$ cat src/rtl/pc_fetch_pkg.sv
// Shared types and constants for the PC/fetch controller.
package pc_fetch_pkg;

    typedef enum logic [1:0] {
        S_REQ  = 2'd0,
        S_WAIT = 2'd1,
        S_HOLD = 2'd2
    } fetch_state_e;

    localparam logic [31:0] RESET_PC_DEFAULT = 32'h0000_0000;

    localparam int unsigned REDIR_ISR    = 0;
    localparam int unsigned REDIR_RETI   = 1;
    localparam int unsigned REDIR_JUMP   = 2;
    localparam int unsigned REDIR_JR     = 3;
    localparam int unsigned REDIR_BRANCH = 4;

endpackage

$ cat src/rtl/redir_prio_mux.sv
// Priority encoder over redirect channels (index 0 wins) with aligned target mux.
module redir_prio_mux #(
    parameter int unsigned ADDR_W     = 32,
    parameter int unsigned NUM_REDIR  = 5,
    parameter int unsigned ALIGN_BITS = 2,
    parameter int unsigned SEL_W      = 3
) (
    input  logic [NUM_REDIR-1:0]        valid_i,
    input  logic [NUM_REDIR*ADDR_W-1:0] target_i,
    output logic                        any_o,
    output logic [SEL_W-1:0]            sel_o,
    output logic [ADDR_W-1:0]           target_o
);

    localparam logic [ADDR_W-1:0] ALIGN_MASK =
        ~((ADDR_W'(1) << ALIGN_BITS) - ADDR_W'(1));

    logic              found;
    logic [ADDR_W-1:0] raw_target;

    always_comb begin
        found      = 1'b0;
        sel_o      = '0;
        raw_target = '0;
        for (int unsigned i = 0; i < NUM_REDIR; i++) begin
            if (valid_i[i] && !found) begin
                found      = 1'b1;
                sel_o      = SEL_W'(i);
                raw_target = target_i[i*ADDR_W +: ADDR_W];
            end
        end
        any_o    = found;
        target_o = raw_target & ALIGN_MASK;
    end

endmodule

$ cat src/rtl/pc_fetch_ctrl.sv
// PC register and instruction-fetch sequencer with prioritised redirects
// and stale-response discard toward a variable-latency instruction memory.
module pc_fetch_ctrl
    import pc_fetch_pkg::*;
#(
    parameter int unsigned        ADDR_W     = 32,
    parameter int unsigned        INSTR_W    = 32,
    parameter int unsigned        NUM_REDIR  = 5,
    parameter int unsigned        PC_STEP    = 4,
    parameter int unsigned        ALIGN_BITS = 2,
    parameter logic [ADDR_W-1:0]  RESET_PC   = ADDR_W'(RESET_PC_DEFAULT)
) (
    input  logic                        clk,
    input  logic                        reset,
    input  logic                        stall,
    input  logic [NUM_REDIR-1:0]        redir_valid,
    input  logic [NUM_REDIR*ADDR_W-1:0] redir_target,
    output logic                        im_req,
    output logic [ADDR_W-1:0]           im_addr,
    input  logic                        im_gnt,
    input  logic                        im_rvalid,
    input  logic [INSTR_W-1:0]          im_rdata,
    output logic                        if_valid,
    output logic [INSTR_W-1:0]          if_instr,
    output logic [ADDR_W-1:0]           if_pc,
    output logic                        redir_taken,
    output logic [((NUM_REDIR > 1) ? $clog2(NUM_REDIR) : 1)-1:0] redir_sel
);

    localparam int unsigned SEL_W = (NUM_REDIR > 1) ? $clog2(NUM_REDIR) : 1;

    fetch_state_e       state_q, state_d;
    logic [ADDR_W-1:0]  pc_q, pc_d;
    logic               drop_q, drop_d;
    logic               valid_q, valid_d;
    logic [INSTR_W-1:0] instr_q, instr_d;
    logic [ADDR_W-1:0]  ifpc_q, ifpc_d;

    logic               redir;
    logic [SEL_W-1:0]   sel;
    logic [ADDR_W-1:0]  target;

    redir_prio_mux #(
        .ADDR_W    (ADDR_W),
        .NUM_REDIR (NUM_REDIR),
        .ALIGN_BITS(ALIGN_BITS),
        .SEL_W     (SEL_W)
    ) u_prio (
        .valid_i (redir_valid),
        .target_i(redir_target),
        .any_o   (redir),
        .sel_o   (sel),
        .target_o(target)
    );

    assign im_req      = (state_q == S_REQ);
    assign im_addr     = pc_q;
    assign if_valid    = valid_q;
    assign if_instr    = instr_q;
    assign if_pc       = ifpc_q;
    assign redir_taken = redir & ~reset;
    assign redir_sel   = reset ? '0 : sel;

    always_comb begin
        state_d = state_q;
        pc_d    = pc_q;
        drop_d  = drop_q;
        valid_d = valid_q;
        instr_d = instr_q;
        ifpc_d  = ifpc_q;
        unique case (state_q)
            S_REQ: begin
                if (redir) pc_d = target;
                if (im_gnt) begin
                    state_d = S_WAIT;
                    if (redir) drop_d = 1'b1;
                end
            end
            S_WAIT: begin
                if (redir) pc_d = target;
                // A response racing a redirect is stale, same as one already marked.
                if (im_rvalid) begin
                    if (!drop_q && !redir) begin
                        instr_d = im_rdata;
                        ifpc_d  = pc_q;
                        valid_d = 1'b1;
                        state_d = S_HOLD;
                    end else begin
                        drop_d  = 1'b0;
                        state_d = S_REQ;
                    end
                end else if (redir) begin
                    drop_d = 1'b1;
                end
            end
            S_HOLD: begin
                if (redir) begin
                    valid_d = 1'b0;
                    pc_d    = target;
                    state_d = S_REQ;
                end else if (!stall) begin
                    valid_d = 1'b0;
                    pc_d    = pc_q + ADDR_W'(PC_STEP);
                    state_d = S_REQ;
                end
            end
            default: state_d = S_REQ;
        endcase
    end

    always_ff @(posedge clk) begin
        if (reset) begin
            state_q <= S_REQ;
            pc_q    <= RESET_PC;
            drop_q  <= 1'b0;
            valid_q <= 1'b0;
            instr_q <= '0;
            ifpc_q  <= '0;
        end else begin
            state_q <= state_d;
            pc_q    <= pc_d;
            drop_q  <= drop_d;
            valid_q <= valid_d;
            instr_q <= instr_d;
            ifpc_q  <= ifpc_d;
        end
    end

endmodule

$ cat config.mk
export PLATFORM = sky130hd
export DESIGN_NAME = pc_fetch_ctrl
export DESIGN_NICKNAME = d
export VERILOG_FILES = /design/src/rtl/pc_fetch_pkg.sv /design/src/rtl/redir_prio_mux.sv /design/src/rtl/pc_fetch_ctrl.sv
export SDC_FILE = /design/constraint.sdc
export NUM_CORES = 1
export LEC_CHECK = 0
export ABC_AREA = 1
export ABC_CLOCK_PERIOD_IN_PS = 4200
export CORE_MARGIN = 2
export CORE_UTILIZATION = 38
export DETAILED_ROUTE_END_ITERATION = 12
export PLACE_DENSITY = 0.79
export SLEW_MARGIN = 30
export SYNTH_ARGS = -nofsm -noshare
export SYNTH_HDL_FRONTEND = slang
export SYNTH_SLANG_ARGS = --single-unit
$ cat constraint.sdc
create_clock -name clk -period 4.2 [get_ports clk]
set_input_delay 1.26 -clock clk [delete_from_list [all_inputs] [get_ports clk]]
set_output_delay 1.26 -clock clk [all_outputs]
set_load 0.02 [all_outputs]
Word-level counts from Yosys, hierarchy flattened
Cells that the tools add are included.
Widths: inputs -> output; s select.

storage, ports and cells
  bits in registers = 100
  input port bits = 202
  output and inout bits = 102
  word-level logic and storage cells = 73

operators by class
  $add $sub $neg = 1
  equality and inequality tests = 8
  multiplexer cells = 35
  bitwise gates (word level) = 2
  reduce and logical (&&, ||, !) cells = 21

operators by type and width
  cell                   number
  $mux 32                8
  $pmux 32 s2            1
  $add 32x3->32 const B  1
  $mux 1                 14
  $mux 2                 7
  $reduce_and 3->1       4
  $logic_not 1->1        6
  $mux 3                 2
  $ne 3x3->1 const B     2
  $pmux 2 s3             1
  $reduce_bool 2->1      3
  $logic_and 1x1->1      5
  $ne 2x1->1 const B     2
  $ne 2x2->1 const B     2
  $pmux 1 s2             2
  $reduce_and 4->1       1
  $eq 2x1->1 const B     1
  $eq 2x2->1 const B     1
  $logic_not 2->1        1
  $reduce_or 2->1        1
  $and 1x1->1            1
  $not 1->1              1

Longest topological paths before layout
  depth in word-level cells = 18
  gate-level depth with buffers = 10
  depth with buffers taken out = 10

By module
A second synthesis with hierarchy kept.

second synthesis, totals
  cells, all modules = 1020
  area, all modules = 6296.0 sq um

modules (own cells, without submodules)
  module          times used  cells an instance  area each (sq um)  seq. area each (sq um)
  pc_fetch_ctrl   1           702                4687.0             2001.9
  redir_prio_mux  1           318                1609.0             0.0

Least setup slack after synthesis
Ideal clock, no wire load.

  path kind = input -> output
  from = input port redir_valid[1]
  to = output port redir_sel[0] in the netlist's numbering
  arrival time = 2.105 ns
  required time = 2.940 ns
  path slack = 0.835 ns
  stages = 5
  path buffers = 1
  path through = nor2_4 > nand3_1 > inv_1 > clkbuf_1 > o21a_1

between the ends
  cells in the longest elaborated chain, start to end = 12
  elaborated cells between the ends (all ways) = 15
  those cells by class = mux: 8; reduce/logical: 7

ends and longest elaborated chain
  element              RTL line              source
  start, declared      pc_fetch_ctrl.sv:16   input logic [NUM_REDIR-1:0] redir_valid,
  $logic_and 1x1->1 *  redir_prio_mux.sv:26  if (valid_i[i] && !found) begin
  $mux 1               redir_prio_mux.sv:26
  $logic_not 1->1      redir_prio_mux.sv:26
  $logic_and 1x1->1    redir_prio_mux.sv:26
  $mux 1               redir_prio_mux.sv:26
  $logic_not 1->1      redir_prio_mux.sv:26
  $logic_and 1x1->1    redir_prio_mux.sv:26
  $mux 1               redir_prio_mux.sv:26
  $logic_not 1->1      redir_prio_mux.sv:26
  $logic_and 1x1->1    redir_prio_mux.sv:26
  $mux 3 *             redir_prio_mux.sv:26
  $mux 3 *             pc_fetch_ctrl.sv:62   assign redir_sel = reset ? '0 : sel;
  end, declared        pc_fetch_ctrl.sv:27   output logic [((NUM_REDIR > 1) ? $clog2(NUM_REDIR) : 1)-1:0] redir_sel

Mark *: on every way between the ends. The rest lies on a longest branch, timed or not.

Final worst setup path
  from = input port redir_valid[0]
  to = output port redir_taken

between the ends
  cells in the longest elaborated chain, start to end = 14

ends and longest elaborated chain
  element            RTL line              source
  $mux 1 *           redir_prio_mux.sv:26
  $logic_not 1->1    redir_prio_mux.sv:26
  $logic_and 1x1->1  redir_prio_mux.sv:26
  $mux 1 *           redir_prio_mux.sv:26
  $logic_not 1->1    redir_prio_mux.sv:26
  $logic_and 1x1->1  redir_prio_mux.sv:26
  $mux 1 *           redir_prio_mux.sv:26
  $logic_not 1->1    redir_prio_mux.sv:26
  $logic_and 1x1->1  redir_prio_mux.sv:26
  $mux 1 *           redir_prio_mux.sv:26
  $logic_not 1->1    redir_prio_mux.sv:26
  $logic_and 1x1->1  redir_prio_mux.sv:26
  $mux 1 *           redir_prio_mux.sv:26
  $and 1x1->1 *      pc_fetch_ctrl.sv:61   assign redir_taken = redir & ~reset;
  end, declared      pc_fetch_ctrl.sv:26   output logic redir_taken,

Marked as above.

==> flow_metrics.tcl <==
set metrics [dict create \
    status "finished clean" \
    antennaDiodeCount 0 \
    avgViaCountPerCell 4.91 \
    rrSetupSlack_ns 2.15 \
    hold_path_end "if_instr[18]" \
    worstPathRequired_ns 2.94 \
    drive_gt1_frac 0.0386 \
    final_hold_viol_count 0 \
    place.detailed.hpwl_um 15600 \
    clkLatencyLatePin_ns 0.35 \
    worstSetupPathType "in2out" \
    fp.dieArea_sq_um 15600 \
    die_width_um 125 \
    critPathBufInv 3 \
    relSlewSlack 0.554 \
    path_cells "clkdlybuf4s50_1, nor2_4, nand4_4, nand2_1, inv_1, clkdlybuf4s50_1" \
    r2r-end "im_addr[20]" \
    hold_start "if_instr[18]" \
    cts_tree "done" \
    skew_ns 0.00860 \
    grt_pass1_vias 6257 \
    crit_path_end_kind "output pin" \
    yosys_warnings 0 \
    cp_slowest_cell "clkdlybuf4s50_1" \
    numCtsBuffers 9 \
    syn-cell-area_sq_um 5570 \
    synth.avg_cell_area_sq_um 6.04 \
    antenna_found_initial 0 \
    coreArea_sq_um 14400 \
    area_delta_synth_final_pct 59.0 \
    post_drt_wl_per_cell_um 14.6 \
    grt_max_degree 79 \
    setup_ws_ns 0.230 \
    cts_setup_buffers 0 \
    synth_seq_area_share 0.345 \
    grt_first_pass_wirelength_um 31800 \
    h-tree-depth 3 \
    worstPathArrival_ns 2.71 \
    nets 1389 \
    holdWs_ns 0.482 \
    drt-total-wl_um 20100 \
    io-pin-count 304 \
    drv_slew 0 \
    clockBufferDepth 2 \
    utilization 0.614 \
    r2r_start "im_addr[3]" \
    netlist-cell-type-count 29 \
    p_per_area_nw_per_um2 260 \
    fmax_mhz 252 \
    period_share 0.945 \
    drtIter0Drc 375 \
    cts.reportedPaths.clkPinSlew_ns 0.07 \
    critPathLaunchType "input pin" \
    dp_slack_ns 0.0713 \
    cap_violations 0 \
    dieHeight_um 125 \
    first_pass_iters 5 \
    peakVddDrop_mv 0.166 \
    leakage_nw 3.49 \
    root_buffer "clkbuf_16" \
    tightest_slew_ns 0.670 \
    hold_path_depth 2 \
    grt.total_usage 0.249 \
    netlist_instances 922 \
    cts-hold-fix-buffers 0 \
    slowest_delay_ns 0.64 \
    cpMostUsedCell "clkdlybuf4s50_1" \
    drc_errors 0 \
    synth-seq-cells 96 \
    row_count 44 \
    hp-class "reg2reg" \
    portBuffers 289 \
    fin_crit_ns 3.97 \
    n_fill_cell 1400 \
    gp_congestion 0.894 \
    cp_top_family "buffers and inverters" \
    start_util 0.386 \
    final.setup.tns_ns 0 \
    grt-ovfl-total 0 \
    numClockSinks 96 \
    ant_nets 0 \
    vias 6750 \
    r2r_cells 9 \
    place_inst 1359 \
    fin_cells 1375 \
    rsz0062_at_grt "false" \
    finalSetupViolations 0 \
    cp_max_fo 4 \
]
registers in the layout, indices dropped and copies added, names as in the netlist:
signal and count:
im_addr 30, drop_q 1, if_pc 30, state_q 2, if_instr 32, if_valid 1
per-layer routing:
layer  vias up  wire (um)  global-route usage
li1       3472          -                   -
met1      2959       8550               0.308
met2       290       9550               0.431
met3        29       1600              0.0595
met4         0        428              0.0699
met5         -          0                   0
per-stage QoR:
stage	area (sq um)	total power, mW
3_3_place_gp	8540	1.46
6_report	8860	2.30
5_1_grt	8860	2.40
3_5_place_dp	8540	1.47
2_1_floorplan	5580	1.18
4_1_cts	8850	2.32
power breakdown:
group / total [mW] / internal, mW / switching [mW]
registers: 0.983 / 0.936 / 0.0471
logic: 0.468 / 0.266 / 0.201
clock network: 0.851 / 0.473 / 0.377
worst min-delay path: stages, from the launching register on:
cell and delay [ns]:
dfxtp_1 0.33, nor2_1 0.05, nor2_1 0.08
Yosys cell counts:
cell / instances / share of area
clkinv_2: 1 / 0.00090
inv_2: 2 / 0.0013
nand2_2: 3 / 0.0034
nor2_2: 2 / 0.0022
xor2_1: 3 / 0.0047
buf_1: 1 / 0.00067
nand3b_1: 23 / 0.031
buf_2: 14 / 0.013
nor2_1: 193 / 0.13
buf_4: 12 / 0.016
clkbuf_1: 24 / 0.016
o21a_1: 1 / 0.0013
ha_1: 1 / 0.0022
o21ai_0: 86 / 0.077
xnor2_1: 5 / 0.0079
conb_1: 1 / 0.00067
inv_1: 35 / 0.024
a31oi_1: 1 / 0.0011
buf_6: 2 / 0.0040
nand4_4: 1 / 0.0038
a21oi_1: 76 / 0.068
nand3_2: 1 / 0.0018
nand3_1: 40 / 0.036
nand4_1: 3 / 0.0034
nor3_1: 4 / 0.0036
nand2_1: 281 / 0.19
dfxtp_1: 96 / 0.35
o21ai_1: 8 / 0.0072
nor2_4: 2 / 0.0040
kinds of logic after synthesis:
family          Yosys count  synth area share
simple gates            553             0.409
buf+inv                  91            0.0755
flops                    96             0.345
xor+xnor                  8            0.0126
fa+ha+maj                 1           0.00225
other cells               1          0.000673
compound gates          172             0.155
worst max path at each step:
stage	endpoint	startpoint	cells past startpoint	slack [ns]
6_report	redir_taken	redir_valid[0]	6	0.23
5_1_grt	redir_taken	redir_valid[0]	6	0.18
4_1_cts	redir_sel[0]	redir_valid[0]	6	0.06
3_5_place_dp	redir_sel[0]	redir_valid[0]	6	0.07
3_3_place_gp	redir_sel[2]	redir_valid[0]	5	0.09
2_1_floorplan	redir_sel[0]	redir_valid[1]	5	0.84
repair_timing:
item	CTS	global route
hold endpoints to repair	0	0
resized for setup	0	3
setup endpoints to repair	0	3
cell type report:
class                   instances  area (sq um)  area share
multi-input cells             738          3250       0.366
repair buffers                303          3010       0.339
flip-flops and latches         96          1920       0.217
well taps                     184           230      0.0260
clock buffers                   9           225      0.0254
inverters                      38           144      0.0162
clock inverters                 7          85.1     0.00961
cell usage in the layout (no fill, tap or decap), drive strengths merged:
cell type and n:
clkdlybuf4s50 286, nand2 284, nor2 197, dfxtp 96, o21ai 94, a21oi 76
nand3 41, inv 40, nand3b 23, buf 14, clkbuf 9, xnor2 5
nor3 4, conb 4, nand4 4, clkinv 4, xor2 3, dlymetal6s2s 3
o21a 1, a31oi 1, ha 1, bufinv 1
Power figures use the tool's default switching activity.
